## src/rtl/posit_pkg.sv

```systemverilog
`default_nettype none
// ============================================================================
// Module      : posit_pkg
// Description : Shared widths, special encodings and handshake state enum for
//               the posit decoder / encoder pair.
// Revision    : 1.0 - initial release
// ============================================================================
package posit_pkg;

    localparam int N   = 32;
    localparam int ES  = 3;
    localparam int K_W = 6;

    localparam logic [31:0] MAXPOS  = 32'h7FFF_FFFF;
    localparam logic [31:0] MINPOS  = 32'h0000_0001;
    localparam logic [31:0] NAR_PAT = 32'h8000_0000;

    typedef enum logic [1:0] {
        IDLE   = 2'd0,
        REGIME = 2'd1,
        ROUND  = 2'd2,
        DONE   = 2'd3
    } state_t;

endpackage
`default_nettype wire

```

## src/rtl/posit_round_rne.sv

```systemverilog
`default_nettype none
// ============================================================================
// Module      : posit_round_rne
// Description : Round-to-nearest-even of the regime-shifted 64-bit body down
//               to a 31-bit payload, clamped at maxpos on overflow.
// Revision    : 1.0 - initial release
// ============================================================================
module posit_round_rne (
    input  logic [63:0] i_body,
    output logic [30:0] o_payload
);

    logic [30:0] w_trunc;
    logic        w_guard;
    logic        w_sticky;
    logic        w_inc;
    logic [31:0] w_sum;

    assign w_trunc  = i_body[63:33];
    assign w_guard  = i_body[32];
    assign w_sticky = |i_body[31:0];
    assign w_inc    = w_guard & (w_trunc[0] | w_sticky);
    assign w_sum    = {1'b0, w_trunc} + {31'b0, w_inc};

    // A carry out of bit 30 would spill into the sign position; pin to maxpos.
    assign o_payload = w_sum[31] ? 31'h7FFF_FFFF : w_sum[30:0];

endmodule
`default_nettype wire

```

## src/rtl/posit_encoder.sv

```systemverilog
`default_nettype none
// ============================================================================
// Module      : posit_encoder
// Description : Packs sign/k/exponent/mantissa fields into a 32-bit es=3 posit,
//               inserting regime bits serially and rounding to nearest-even.
// Revision    : 1.0 - initial release
// ============================================================================
module posit_encoder
    import posit_pkg::*;
(
    input  logic             clk,
    input  logic             rst,
    input  logic             start,
    input  logic             received,
    input  logic             sign,
    input  logic [K_W-1:0]   k,
    input  logic [ES-1:0]    exp_value,
    input  logic [31:0]      mantissa,
    input  logic             ZERO,
    input  logic             NAR,
    output logic [N-1:0]     posit_out,
    output logic             done,
    output logic             busy
);

    state_t      r_state;
    logic [63:0] r_body;
    logic [4:0]  r_cnt;
    logic        r_sign;
    logic        r_run;
    logic        r_first;
    logic [N-1:0] r_out;
    logic        r_done;
    logic        r_busy;

    logic        w_sat_hi;
    logic        w_sat_lo;
    logic [4:0]  w_len;
    logic        w_rbit;
    logic [30:0] w_payload;
    logic        w_unused_hidden;

    assign w_unused_hidden = mantissa[31];

    // Saturation ranges of a 6-bit k: {30,31} and {-32,-31}.
    assign w_sat_hi = ~k[K_W-1] & (&k[K_W-2:1]);
    assign w_sat_lo =  k[K_W-1] & ~(|k[K_W-2:1]);

    // k>=0: k+2 ; k<0: -k+1 = ~k+2. Non-saturated values fit in 5 bits.
    assign w_len = (k[K_W-1] ? ~k[4:0] : k[4:0]) + 5'd2;

    // Shifting right places the first inserted bit lowest, so the terminator
    // goes in first and the run bits follow it.
    assign w_rbit = r_first ? ~r_run : r_run;

    posit_round_rne u_round (
        .i_body    (r_body),
        .o_payload (w_payload)
    );

    always_ff @(posedge clk or posedge rst) begin
        if (rst) begin
            r_state <= IDLE;
            r_body  <= '0;
            r_cnt   <= '0;
            r_sign  <= 1'b0;
            r_run   <= 1'b0;
            r_first <= 1'b0;
            r_out   <= '0;
            r_done  <= 1'b0;
            r_busy  <= 1'b0;
        end else begin
            case (r_state)
                IDLE: begin
                    if (start) begin
                        r_sign <= sign;
                        r_busy <= 1'b1;
                        if (NAR) begin
                            r_out   <= NAR_PAT;
                            r_done  <= 1'b1;
                            r_state <= DONE;
                        end else if (ZERO) begin
                            r_out   <= '0;
                            r_done  <= 1'b1;
                            r_state <= DONE;
                        end else if (w_sat_hi) begin
                            r_out   <= sign ? (32'd0 - MAXPOS) : MAXPOS;
                            r_done  <= 1'b1;
                            r_state <= DONE;
                        end else if (w_sat_lo) begin
                            r_out   <= sign ? (32'd0 - MINPOS) : MINPOS;
                            r_done  <= 1'b1;
                            r_state <= DONE;
                        end else begin
                            r_body  <= {exp_value, mantissa[30:0], 30'b0};
                            r_cnt   <= w_len;
                            r_run   <= ~k[K_W-1];
                            r_first <= 1'b1;
                            r_state <= REGIME;
                        end
                    end
                end
                REGIME: begin
                    r_body  <= {w_rbit, r_body[63:1]};
                    r_first <= 1'b0;
                    r_cnt   <= r_cnt - 5'd1;
                    if (r_cnt == 5'd1) begin
                        r_state <= ROUND;
                    end
                end
                ROUND: begin
                    r_out   <= r_sign ? (32'd0 - {1'b0, w_payload})
                                      : {1'b0, w_payload};
                    r_done  <= 1'b1;
                    r_state <= DONE;
                end
                DONE: begin
                    if (received) begin
                        r_done  <= 1'b0;
                        r_busy  <= 1'b0;
                        r_state <= IDLE;
                    end
                end
                default: r_state <= IDLE;
            endcase
        end
    end

    assign posit_out = r_out;
    assign done      = r_done;
    assign busy      = r_busy;

endmodule
`default_nettype wire

```

## config.mk

```make
export PLATFORM = sky130hd
export DESIGN_NAME = posit_encoder
export DESIGN_NICKNAME = d
export VERILOG_FILES = /design/src/rtl/posit_pkg.sv /design/src/rtl/posit_round_rne.sv /design/src/rtl/posit_encoder.sv
export SDC_FILE = /design/constraint.sdc
export NUM_CORES = 1
export LEC_CHECK = 0
export BUFFER_PORTS_ARGS = -buffer_cell sky130_fd_sc_hd__buf_4
export CORE_ASPECT_RATIO = 1.2
export CORE_MARGIN = 1.5
export CORE_UTILIZATION = 55
export DETAILED_ROUTE_END_ITERATION = 10
export GPL_ROUTABILITY_DRIVEN = 0
export HOLD_SLACK_MARGIN = 0.15
export MAX_ROUTING_LAYER = met4
export PLACE_DENSITY = 0.76
export SYNTH_ARGS = -nofsm -noshare
export SYNTH_HDL_FRONTEND = slang
export SYNTH_SLANG_ARGS = --single-unit
```

## constraint.sdc

```tcl
create_clock -name clk -period 5.4 [get_ports clk]
set_input_delay 0 -clock clk [delete_from_list [all_inputs] [get_ports clk]]
set_output_delay 0 -clock clk [all_outputs]
set_load 0.02 [all_outputs]
```

==> metrics.yaml, run 1 <==
setup_path:
  end_kind: "flip-flop"
  critical_path_required_ps: 5640
  arrival_ps: 4350
  cp_common_cell: "nor2_1"
  crit_fanout: 5
  crit_type: "flip-flop to flip-flop"
  crit_slowest_cell: "nor3_1"
  start_kind: "flip-flop"
  max_stage_delay_ps: 470
  crit_chain: "nor4_1 > nand4_1 > o21ai_0 > nand2_1 > nor2_1 > ha_1 > nor4b_1 > nor2_1 > nor3_1 > nand4_1 > or3_1 > o41ai_2 > nor2_1"
global_route:
  grt_pass1_wl_mm: 30.2
  antenna_found_initial: 0
  overflow: 0
  grt_pass1_vias: 6193
  grt_max_degree: 129
  grt_usage: 0.280
yosys:
  synthFlopType: "dfrtp_1"
  yosysSeqAreaShare: 0.372
  synthCells: 889
  ys_async_sr_fraction: 1.00
  yosysWarningCount: 0
  synth_top_area_frac: 0.372
  yosysTopAreaCell: "dfrtp_1"
  synth_area_mm2: 0.00726
  yosys-top-cells-area: "dfrtp_1, nand2_1, o21ai_0"
  synth_cell_type_count: 75
  synth_nets: 947
  avgSynthCellArea_um2: 8.16
  synth-seq-cells: 108
  synth_edf_count: 0
power:
  p_total_uw: 4850
  vdd_ir_drop_max_uv: 313
  p_leak_uw: 0.00358
  p_per_area_mw_per_mm2: 560
clock_tree:
  path_clk_slew_ps: 70
  root_buffer: "clkbuf_16"
  cts.repair.resized: 0
  clock_path_buffers: 2
  cts_setup_buffers: 0
  h-tree-depth: 3
  cts_tree: "done"
  clock_latency_ps: 360
  clock_sinks: 108
  numCtsBuffers: 9
sta:
  finalHoldViolCount: 0
  worst_pin_slew_ps: 1020
  rsz0062_at_grt: "no"
  maxSlewViolCount: 0
  final.setup.tns_ps: 0
  slew_headroom: 0.323
  worst_slack_ps: 1290
  finClkSkew_ps: 8.50
  setup_viol: 0
  fmax_mhz: 243
  period_needed_ps: 4110
  period_share: 0.762
die:
  ios: 82
  core_mm2: 0.0128
  initial_core_util: 0.568
  die_area_mm2: 0.0139
  die_h_um: 129
  die_x_um: 108
  rows: 45
layout:
  finalNonFillerCells: 1132
  fin_util: 0.678
  layout-drive-gt1-share: 0.142
  area_delta_synth_final_pct: 19.3
  n_fill_cell: 1090
  diodes: 0
  num-nets-final: 1021
detailed_routing:
  drt_drc_violations_left: 0
  post_drt_wl_per_cell_um: 15.9
  routed-via-count: 6778
  dr.pass1.iters: 6
  drtIter0Drc: 591
  routed_wl_mm: 18.0
  ant_nets: 0
  viasPerCell: 5.99
run:
  maxCapViolCount: 0
placed_design:
  dp_cells: 1071
  dp_slack_ps: 1400
  port_buffers: 80
  hpwl_mm: 12.3
min_path:
  holdCritPathClass: "primary input to flip-flop"
run_status:
  run_status: "finished, final reports clean"
power by group:
part / internal [uW] / switching (uW)
clock: 419 / 321
combinational: 1060 / 1550
sequential: 1110 / 386
cell type report:
type                            count  area [um^2]  area share
Multi-Input combinational cell    693         4230       0.489
Clock inverter                      6          103      0.0118
Sequential cell                   108         2700       0.312
Clock buffer                       10          229      0.0264
Tap cell                          164          205      0.0237
Inverter                           16         62.6     0.00722
Timing Repair Buffer              135         1130       0.130
cells in the mapped netlist (all sizes together) (4+ instances only):
cell type	number
a211oi	9
a21o	4
a21oi	43
a31oi	6
and2	8
and3	10
and4	4
buf	14
clkbuf	58
dfrtp	108
ha	10
inv	15
mux2	4
mux2i	41
nand2	148
nand3	21
nand4	23
nand4b	6
nor2	70
nor3	25
nor4	30
o211ai	9
o21ai	86
o22a	4
o22ai	14
o31ai	6
o41ai	5
or2	5
or3	13
or4	9
xnor2	25
xor2	14
cells by family after synthesis:
kind of cell	share of synthesized area
simple gates	0.267
xor+xnor	0.0471
fa+ha+maj	0.0172
mux	0.0628
buf+inv	0.0493
compound gates	0.184
flops	0.372
per-layer routing:
layer | global-route usage | vias to the layer above | wire (um) | part of all wire
li1 | - | 3357 | - | -
met1 | 0.381 | 3212 | 8330 | 0.46
met2 | 0.445 | 187 | 8640 | 0.48
met3 | 0.0380 | 22 | 822 | 0.046
met4 | 0.0689 | 0 | 204 | 0.011
met5 | - | - | 0 | 0
cells in the final DEF (no fill, tap or decap), types with 14 or more instances in the layout:
cell type,synthesis,final
a21oi_1,43,42
buf_4,2,90
dfrtp_1,108,108
dlygate4sd3_1,0,45
inv_1,15,14
mux2i_1,41,41
nand2_1,148,148
nand3_1,19,19
nand4_1,21,21
nor2_1,70,70
nor3_1,24,24
nor4_1,29,28
o21ai_0,86,86
xnor2_1,25,25
xor2_1,14,14
sequential cells by signal (all words and copies together) (netlist names):
name and count:
r_body 64, posit_out 32, r_cnt 5, r_state 2, busy 1, done 1
r_first 1, r_run 1, r_sign 1
stage by stage:
stage	area [um^2]	hold WS, ps
floorplan	7260	150
global placement	7880	69.3
detailed placement	7880	70.4
CTS	8660	163
global route	8660	219
finish	8660	179
worst paths after layout:
kind	startpoint	end	slack, ps	depth (start not counted)
max in group asynchronous	rst	r_body[33]$_DFFE_PP0P_	3930	4
hold / removal	ZERO	posit_out[31]$_DFFE_PP0P_	180	5
hold reg to reg	posit_out[11]$_DFFE_PP0P_	posit_out[11]$_DFFE_PP0P_	500	2
min in group asynchronous	rst	r_body[51]$_DFFE_PP0P_	230	3
setup reg to reg	r_body[7]$_DFFE_PP0P_	posit_out[30]$_DFFE_PP0P_	1290	13
setup / recovery	r_body[7]$_DFFE_PP0P_	posit_out[30]$_DFFE_PP0P_	1290	13
critical path: cells and delay by family, from the launching register on:
kind / cells / cell delay, ps
AO/OA/AOI/OAI: 2 / 700
AND/OR/NAND/NOR: 10 / 2650
adder cells (fa/ha/maj): 1 / 240
flip-flops: 1 / 400
what timing repair did:
action,4_1_cts,5_1_grt
setup endpoints to repair,0,0
hold endpoints to repair,84,0
hold buffers,45,0
No activity file was read; power rests on OpenSTA's default activity.
==> inputs of run 2 (changes only) <==
--- a/config.mk
+++ b/config.mk
@@ -8,12 +8,12 @@
 export BUFFER_PORTS_ARGS = -buffer_cell sky130_fd_sc_hd__buf_4
 export CORE_ASPECT_RATIO = 1.2
 export CORE_MARGIN = 1.5
-export CORE_UTILIZATION = 55
+export CORE_UTILIZATION = 54
 export DETAILED_ROUTE_END_ITERATION = 10
 export GPL_ROUTABILITY_DRIVEN = 0
 export HOLD_SLACK_MARGIN = 0.15
 export MAX_ROUTING_LAYER = met4
-export PLACE_DENSITY = 0.76
+export PLACE_DENSITY = 0.77
 export SYNTH_ARGS = -nofsm -noshare
 export SYNTH_HDL_FRONTEND = slang
 export SYNTH_SLANG_ARGS = --single-unit
==> constraint.sdc (replaced) <==
create_clock -name clk -period 3.6 [get_ports clk]
set_input_delay 0 -clock clk [delete_from_list [all_inputs] [get_ports clk]]
set_output_delay 0 -clock clk [all_outputs]
set_load 0.02 [all_outputs]
==> run 2 against run 1 <==
Compared with the run above: setup slack worse by 1100 ps; worst hold slack worse by 2.4 ps; highest routed layer unchanged; global-route usage up 0.64 points; critical path depth up 2; core utilization up 1.9 points; sequential share of layout area down 1.8 points; count of clock-buffer cells in the layout down 1; sequential power up 34%; final cell count up 5.7%.
==> metrics.yaml, run 2 (synthesized netlist as in run 1, its figures left out) <==
global_route:
  overflow: 0  # unchanged
  grt_usage: 0.286  # +0.00640
  antenna_found_initial: 0  # unchanged
  grt_pass1_vias: 6438  # +4.0%
  grt_max_degree: 96  # -26%
  grt_pass1_wl_mm: 31.5  # +4.2%
die:
  core_mm2: 0.0132  # +3.1%
  die_h_um: 130  # +0.90%
  initial_core_util: 0.551  # -0.0172
  die_area_mm2: 0.0141  # +1.8%
  die_x_um: 109  # +0.89%
  rows: 46  # +2.2%
  ios: 82  # unchanged
run_status:
  run_status: "finished, final reports clean"
sta:
  finalHoldViolCount: 0  # unchanged
  final.setup.tns_ps: 0  # unchanged
  finClkSkew_ps: 11.8  # +3.25 ps
  setup_viol: 0  # unchanged
  fmax_mhz: 292  # +20%
  maxSlewViolCount: 0  # unchanged
  worst_pin_slew_ps: 1000  # -13.3 ps
  period_share: 0.952  # +0.190
  timing.hold.ws_ps: 176  # -2.42 ps
  slew_headroom: 0.331  # +0.00739
  period_needed_ps: 3430  # -688 ps
  rsz0062_at_grt: "yes"
detailed_routing:
  ant_nets: 0  # unchanged
  post_drt_wl_per_cell_um: 15.8  # -0.70%
  routed_wl_mm: 18.9  # +5.0%
  drtIter0Drc: 673  # +14%
  drt_drc_violations_left: 0  # unchanged
  viasPerCell: 5.90  # -1.4%
  dr.pass1.iters: 5  # -1
  routed-via-count: 7067  # +4.3%
placed_design:
  hpwl_mm: 13.3  # +8.5%
  place_area_mm2: 0.00835  # +6.0%
  port_buffers: 80  # unchanged
layout:
  final_cell_mix: "buf_4, nand2_1, dfrtp_1, o21ai_0, nor2_1"
  diodes: 0  # unchanged
  regMostFlops: "r_body"
  largest_register_ffs: 64  # unchanged
  layout_commonest_cell: "buf_4"
  num-nets-final: 1082  # +6.0%
  design_area_mm2: 0.00918  # +6.1%
  layout-drive-gt1-share: 0.207  # +0.0655
  area_delta_synth_final_pct: 26.6
clock_tree:
  h-tree-depth: 3  # unchanged
  root_buffer: "clkbuf_16"
  clock_sinks: 108  # unchanged
  numCtsBuffers: 9  # unchanged
  cts_tree: "done"
  path_clk_slew_ps: 70  # about the same
  clock_path_buffers: 2  # unchanged
  clock_latency_ps: 360  # about the same
power:
  vdd_ir_drop_max_uv: 478  # +53%
  p_leak_uw: 0.00390  # +8.9%
  p_per_area_mw_per_mm2: 835  # +49%
setup_path:
  arrival_ps: 3720  # -630 ps
  critical_path_required_ps: 3890  # -1750 ps
  end_kind: "flip-flop"
  start_kind: "flip-flop"
  crit_fanout: 6  # +1
  crit_type: "flip-flop to flip-flop"
min_path:
  holdCritPathClass: "primary input to flip-flop"
run:
  maxCapViolCount: 0  # unchanged
run 2: per-stage QoR:
step / utilization / worst slack, ps / power [uW] / instances
6_report: 0.697 / 174 / 7670 / 1197
3_3_place_gp: 0.634 / 120 / 6350 / 1136
2_1_floorplan: - / 16.1 / 5090 / 889
4_1_cts: 0.691 / 25.8 / 7590 / 1196
5_1_grt: 0.697 / -11.7 / 8260 / 1197
3_5_place_dp: 0.634 / 66.3 / 6460 / 1136
run 2: final timing paths:
| kind | cells after the start | startpoint | endpoint | slack, ps |
|---|---|---|---|---|
| setup / recovery | 15 | r_body[59]$_DFFE_PP0P_ | posit_out[22]$_DFFE_PP0P_ | 170 |
| setup reg to reg | 15 | r_body[59]$_DFFE_PP0P_ | posit_out[22]$_DFFE_PP0P_ | 170 |
| hold / removal | 5 | ZERO | posit_out[31]$_DFFE_PP0P_ | 180 |
| min in group asynchronous | 3 | rst | r_body[52]$_DFFE_PP0P_ | 420 |
| max in group asynchronous | 4 | rst | posit_out[0]$_DFFE_PP0P_ | 2240 |
| hold reg to reg | 2 | posit_out[11]$_DFFE_PP0P_ | posit_out[11]$_DFFE_PP0P_ | 500 |
run 2: area by class of cell:
class                           instances  area, um^2
Multi-Input combinational cell        693        4300
Fill cell                            1018        4000
Sequential cell                       108        2700
Timing Repair Buffer                  196        1590
Clock buffer                            9         225
Tap cell                              168         210
Clock inverter                          7        88.8
Inverter                               16        62.6
run 2: worst max-delay path, stage by stage, from the launching register on:
cell and delay [ps]:
dfrtp_1 450, nand2_1 110, or4_1 580, nor4_2 330, buf_4 190, nor2_1 70
ha_2 210, nor4b_2 170, buf_4 130, nor2_1 160, nor3_2 90, nand4_1 140
buf_4 150, nor3_1 50, or4_1 420, nand3_1 90
run 2: power by group:
part | internal, uW | switching (uW)
clock | 561 | 492
sequential | 1670 | 342
combinational | 1920 | 2690
run 2: repair_timing:
action	4_1_cts	5_1_grt
gates resized for setup	0	13
hold buffers	44	0
setup endpoints to repair	0	12
setup buffers	0	1
hold endpoints to repair	122	0
run 2: metal layers:
metal	vias up	track usage	wire length, um
li1	3491	-	-
met5	-	-	0
met1	3333	0.394	8660
met4	0	0.0844	348
met3	29	0.0300	873
met2	214	0.448	9010
==> inputs of run 3 (changes only) <==
--- a/config.mk
+++ b/config.mk
@@ -5,6 +5,7 @@
 export SDC_FILE = /design/constraint.sdc
 export NUM_CORES = 1
 export LEC_CHECK = 0
+export ABC_AREA = 1
 export BUFFER_PORTS_ARGS = -buffer_cell sky130_fd_sc_hd__buf_4
 export CORE_ASPECT_RATIO = 1.2
 export CORE_MARGIN = 1.5
@@ -13,7 +14,7 @@
 export GPL_ROUTABILITY_DRIVEN = 0
 export HOLD_SLACK_MARGIN = 0.15
 export MAX_ROUTING_LAYER = met4
-export PLACE_DENSITY = 0.77
+export PLACE_DENSITY = 0.78
 export SYNTH_ARGS = -nofsm -noshare
 export SYNTH_HDL_FRONTEND = slang
 export SYNTH_SLANG_ARGS = --single-unit
==> run 3 against run 2 <==
Compared with the run above: setup slack improved by 350 ps; clock skew is 0.57 ps lower; non-clock buffer count shrank 62; final cell count rose by 11%; die area fell by 1.3%; sequential share of layout area grew 1.9 points; maximum frequency increased by 12%; worst hold slack improved by 33 ps; critical endpoint is now posit_out[26]$_DFFE_PP0P_; largest power group unchanged.
==> metrics.yaml, run 3 <==
global_route:
  grt_pass1_wl_mm: 31.4  # -0.48%
  grt_pass1_vias: 6900  # +7.2%
  grt_usage: 0.290  # +0.00320
  antenna_found_initial: 0  # unchanged
  overflow: 0  # unchanged
  grt_max_degree: 109  # +14%
detailed_routing:
  ant_nets: 0  # unchanged
  post_drt_wl_per_cell_um: 14.1  # -11%
  drt_drc_violations_left: 0  # unchanged
  routed-via-count: 7285  # +3.1%
  viasPerCell: 5.49  # -7.1%
  dr.pass1.iters: 5  # unchanged
  drtIter0Drc: 641  # -4.8%
  routed_wl_mm: 18.7  # -1.2%
min_path:
  holdCritPathClass: "primary input to flip-flop"
  min_path_cells: 6  # +1
  min_from: "k[3]"
  holdPathEnd: "r_cnt[3]$_DFFE_PP0P_"
yosys:
  synth-seq-cells: 108  # unchanged
  synth_edf_count: 0  # unchanged
  ys_async_sr_fraction: 1.00  # unchanged
  synth_area_mm2: 0.00716  # -1.3%
  yosys-top-cells-area: "dfrtp_1, nand2_1, nand3_1"
  synth_nets: 1116  # +18%
  yosysWarningCount: 0  # unchanged
  synthFlopType: "dfrtp_1"
  avgSynthCellArea_um2: 6.77  # -17%
  yosysTopAreaCell: "dfrtp_1"
  synth_top_area_frac: 0.377  # +0.00488
  synth_cell_type_count: 37  # -51%
  synth_common_cells: "nand2_1, nor2_1, nand3_1"
  yosysMostFrequentCell: "nand2_1"
  yosysSeqAreaShare: 0.377  # +0.00488
  synthCells: 1058  # +19%
layout:
  num-nets-final: 1217  # +12%
  ff_latch_area_mm2: 0.00270  # unchanged
  area_delta_synth_final_pct: 20.5
  multi_input_area_mm2: 0.00382  # -11%
  largest_register_ffs: 64  # unchanged
  diodes: 0  # unchanged
  layout_commonest_cell: "nand2_1"
  regMostFlops: "r_body"
  final_cell_mix: "nand2_1, nor2_1, nand3_1, inv_1, dfrtp_1"
  n_fill_cell: 1119  # +9.9%
  layout-drive-gt1-share: 0.123  # -0.0841
clock_tree:
  cts_setup_buffers: 0  # unchanged
  path_clk_slew_ps: 80  # about the same
  clock_latency_ps: 360  # about the same
  cts_tree: "done"
  cts.repair.resized: 0  # unchanged
  root_buffer: "clkbuf_16"
  h-tree-depth: 3  # unchanged
  cts_hold_buf: 48  # +9.1%
  clock_sinks: 108  # unchanged
  numCtsBuffers: 9  # unchanged
  clock_path_buffers: 2  # unchanged
setup_path:
  r2r_end: "posit_out[26]$_DFFE_PP0P_"
  arrival_ps: 3350  # -370 ps
  start_kind: "flip-flop"
  crit_fanout: 32  # +26
  crit_type: "flip-flop to flip-flop"
  r2r_slack_ps: 530  # +350 ps
  r2r_cells: 20  # +5
  end_kind: "flip-flop"
  critical_path_required_ps: 3880  # about the same
  reg2reg_from: "r_body[41]$_DFFE_PP0P_"
die:
  die_x_um: 108  # -0.63%
  die_h_um: 129  # -0.63%
  rows: 45  # -2.2%
  core_mm2: 0.0128  # -3.0%
  ios: 82  # unchanged
  die_area_mm2: 0.0140  # -1.3%
  initial_core_util: 0.560  # +0.00985
placed_design:
  hpwl_mm: 13.0  # -2.7%
  dp_slack_ps: 575  # +508 ps
  port_buffers: 80  # unchanged
sta:
  period_share: 0.853  # -0.0984
  worst_slack_ps: 528  # +354 ps
  setup_viol: 0  # unchanged
  finClkSkew_ps: 11.2  # -0.570 ps
  finalHoldViolCount: 0  # unchanged
  maxSlewViolCount: 0  # unchanged
  rsz0062_at_grt: "no"
  worst_pin_slew_ps: 1020  # +18.8 ps
  fmax_mhz: 326  # +12%
  final.setup.tns_ps: 0  # unchanged
  slew_headroom: 0.320  # -0.0110
  period_needed_ps: 3070  # -354 ps
power:
  vdd_ir_drop_max_uv: 508  # +6.1%
  p_per_area_mw_per_mm2: 827  # -0.98%
  p_total_uw: 7140  # -6.9%
  p_leak_uw: 0.00409  # +4.9%
run:
  maxCapViolCount: 0  # unchanged
run_status:
  run_status: "finished, final reports clean"
run 3: cell count changes in the layout (fill, tap and decap cells not counted), moves of 11 or more:
cell / before / now
nand4_1: 21 / 6
nor3_1: 23 / 5
mux2i_1: 41 / 0
o22ai_1: 13 / 2
nor4_1: 23 / 0
nor2_1: 69 / 156
o211ai_1: 9 / 34
or3_1: 13 / 0
buf_4: 151 / 85
xnor2_1: 25 / 2
nand3_1: 18 / 125
inv_1: 14 / 122
nand2_1: 148 / 243
run 3: routing by layer:
metal / track usage / up-vias / share of wire
met5: - / - / 0
met4: 0.114 / 0 / 0.031
met3: 0.0412 / 64 / 0.054
met2: 0.483 / 245 / 0.49
met1: 0.355 / 3359 / 0.43
li1: - / 3617 / -
run 3: power by group:
group / switching (uW) / leakage (uW) / internal [uW]
Combinational: 2680 / 0.00259 / 1400
Clock: 504 / 0.000141 / 487
Sequential: 381 / 0.00136 / 1690
Total: 3560 / 0.00409 / 3570
run 3: kinds of logic after synthesis:
| family | share of synthesized area |
|---|---|
| AND/OR/NAND/NOR | 0.352 |
| AO/OA/AOI/OAI | 0.143 |
| flip-flops | 0.377 |
| buffers and inverters | 0.0936 |
| adder cells (fa/ha/maj) | 0.0175 |
| XOR/XNOR | 0.0169 |
run 3: worst max-delay path by stage:
stage	startpoint	endpoint	slack, ps	cells past startpoint
final	r_body[41]$_DFFE_PP0P_	posit_out[26]$_DFFE_PP0P_	530	20
after global routing	r_body[40]$_DFFE_PP0P_	posit_out[26]$_DFFE_PP0P_	240	20
after CTS	r_body[41]$_DFFE_PP0P_	posit_out[26]$_DFFE_PP0P_	560	20
after detailed placement	r_body[40]$_DFFE_PP0P_	posit_out[26]$_DFFE_PP0P_	570	20
after global placement	r_body[41]$_DFFE_PP0P_	posit_out[26]$_DFFE_PP0P_	670	20
after floorplan	rst	busy$_DFFE_PP0P_	750	1
run 3: final cells by class:
| type | instances | area share |
|---|---|---|
| sequential | 108 | 0.313 |
| timing repair buffer | 134 | 0.132 |
| inverter | 125 | 0.0546 |
| clock inverter | 7 | 0.00812 |
| tap | 164 | 0.0238 |
| clock buffer | 9 | 0.0261 |
| multi-input combinational | 781 | 0.442 |
run 3: stage by stage:
stage	hold WS (ps)	utilization	area (um^2)	std cells
after floorplan	155	-	7160	1058
after global placement	247	0.615	7860	1264
after detailed placement	250	0.615	7860	1264
after CTS	195	0.675	8630	1328
after global routing	274	0.675	8630	1328
final	209	0.675	8630	1328
run 3: worst max-delay path, stage by stage, from the launching register on:
cell,delay (ps)
dfrtp_1,420
nand2_1,150
nor2_1,80
nand2_1,180
nor2_8,70
nand2_4,270
nand3_1,220
inv_1,90
ha_1,170
inv_1,50
nor2_1,90
nand3_1,140
nor2_2,210
nand2_1,140
nand2_1,120
nand2_2,100
nor2_2,160
nand2_1,70
nand2_1,60
nand3_1,70
a21oi_1,120
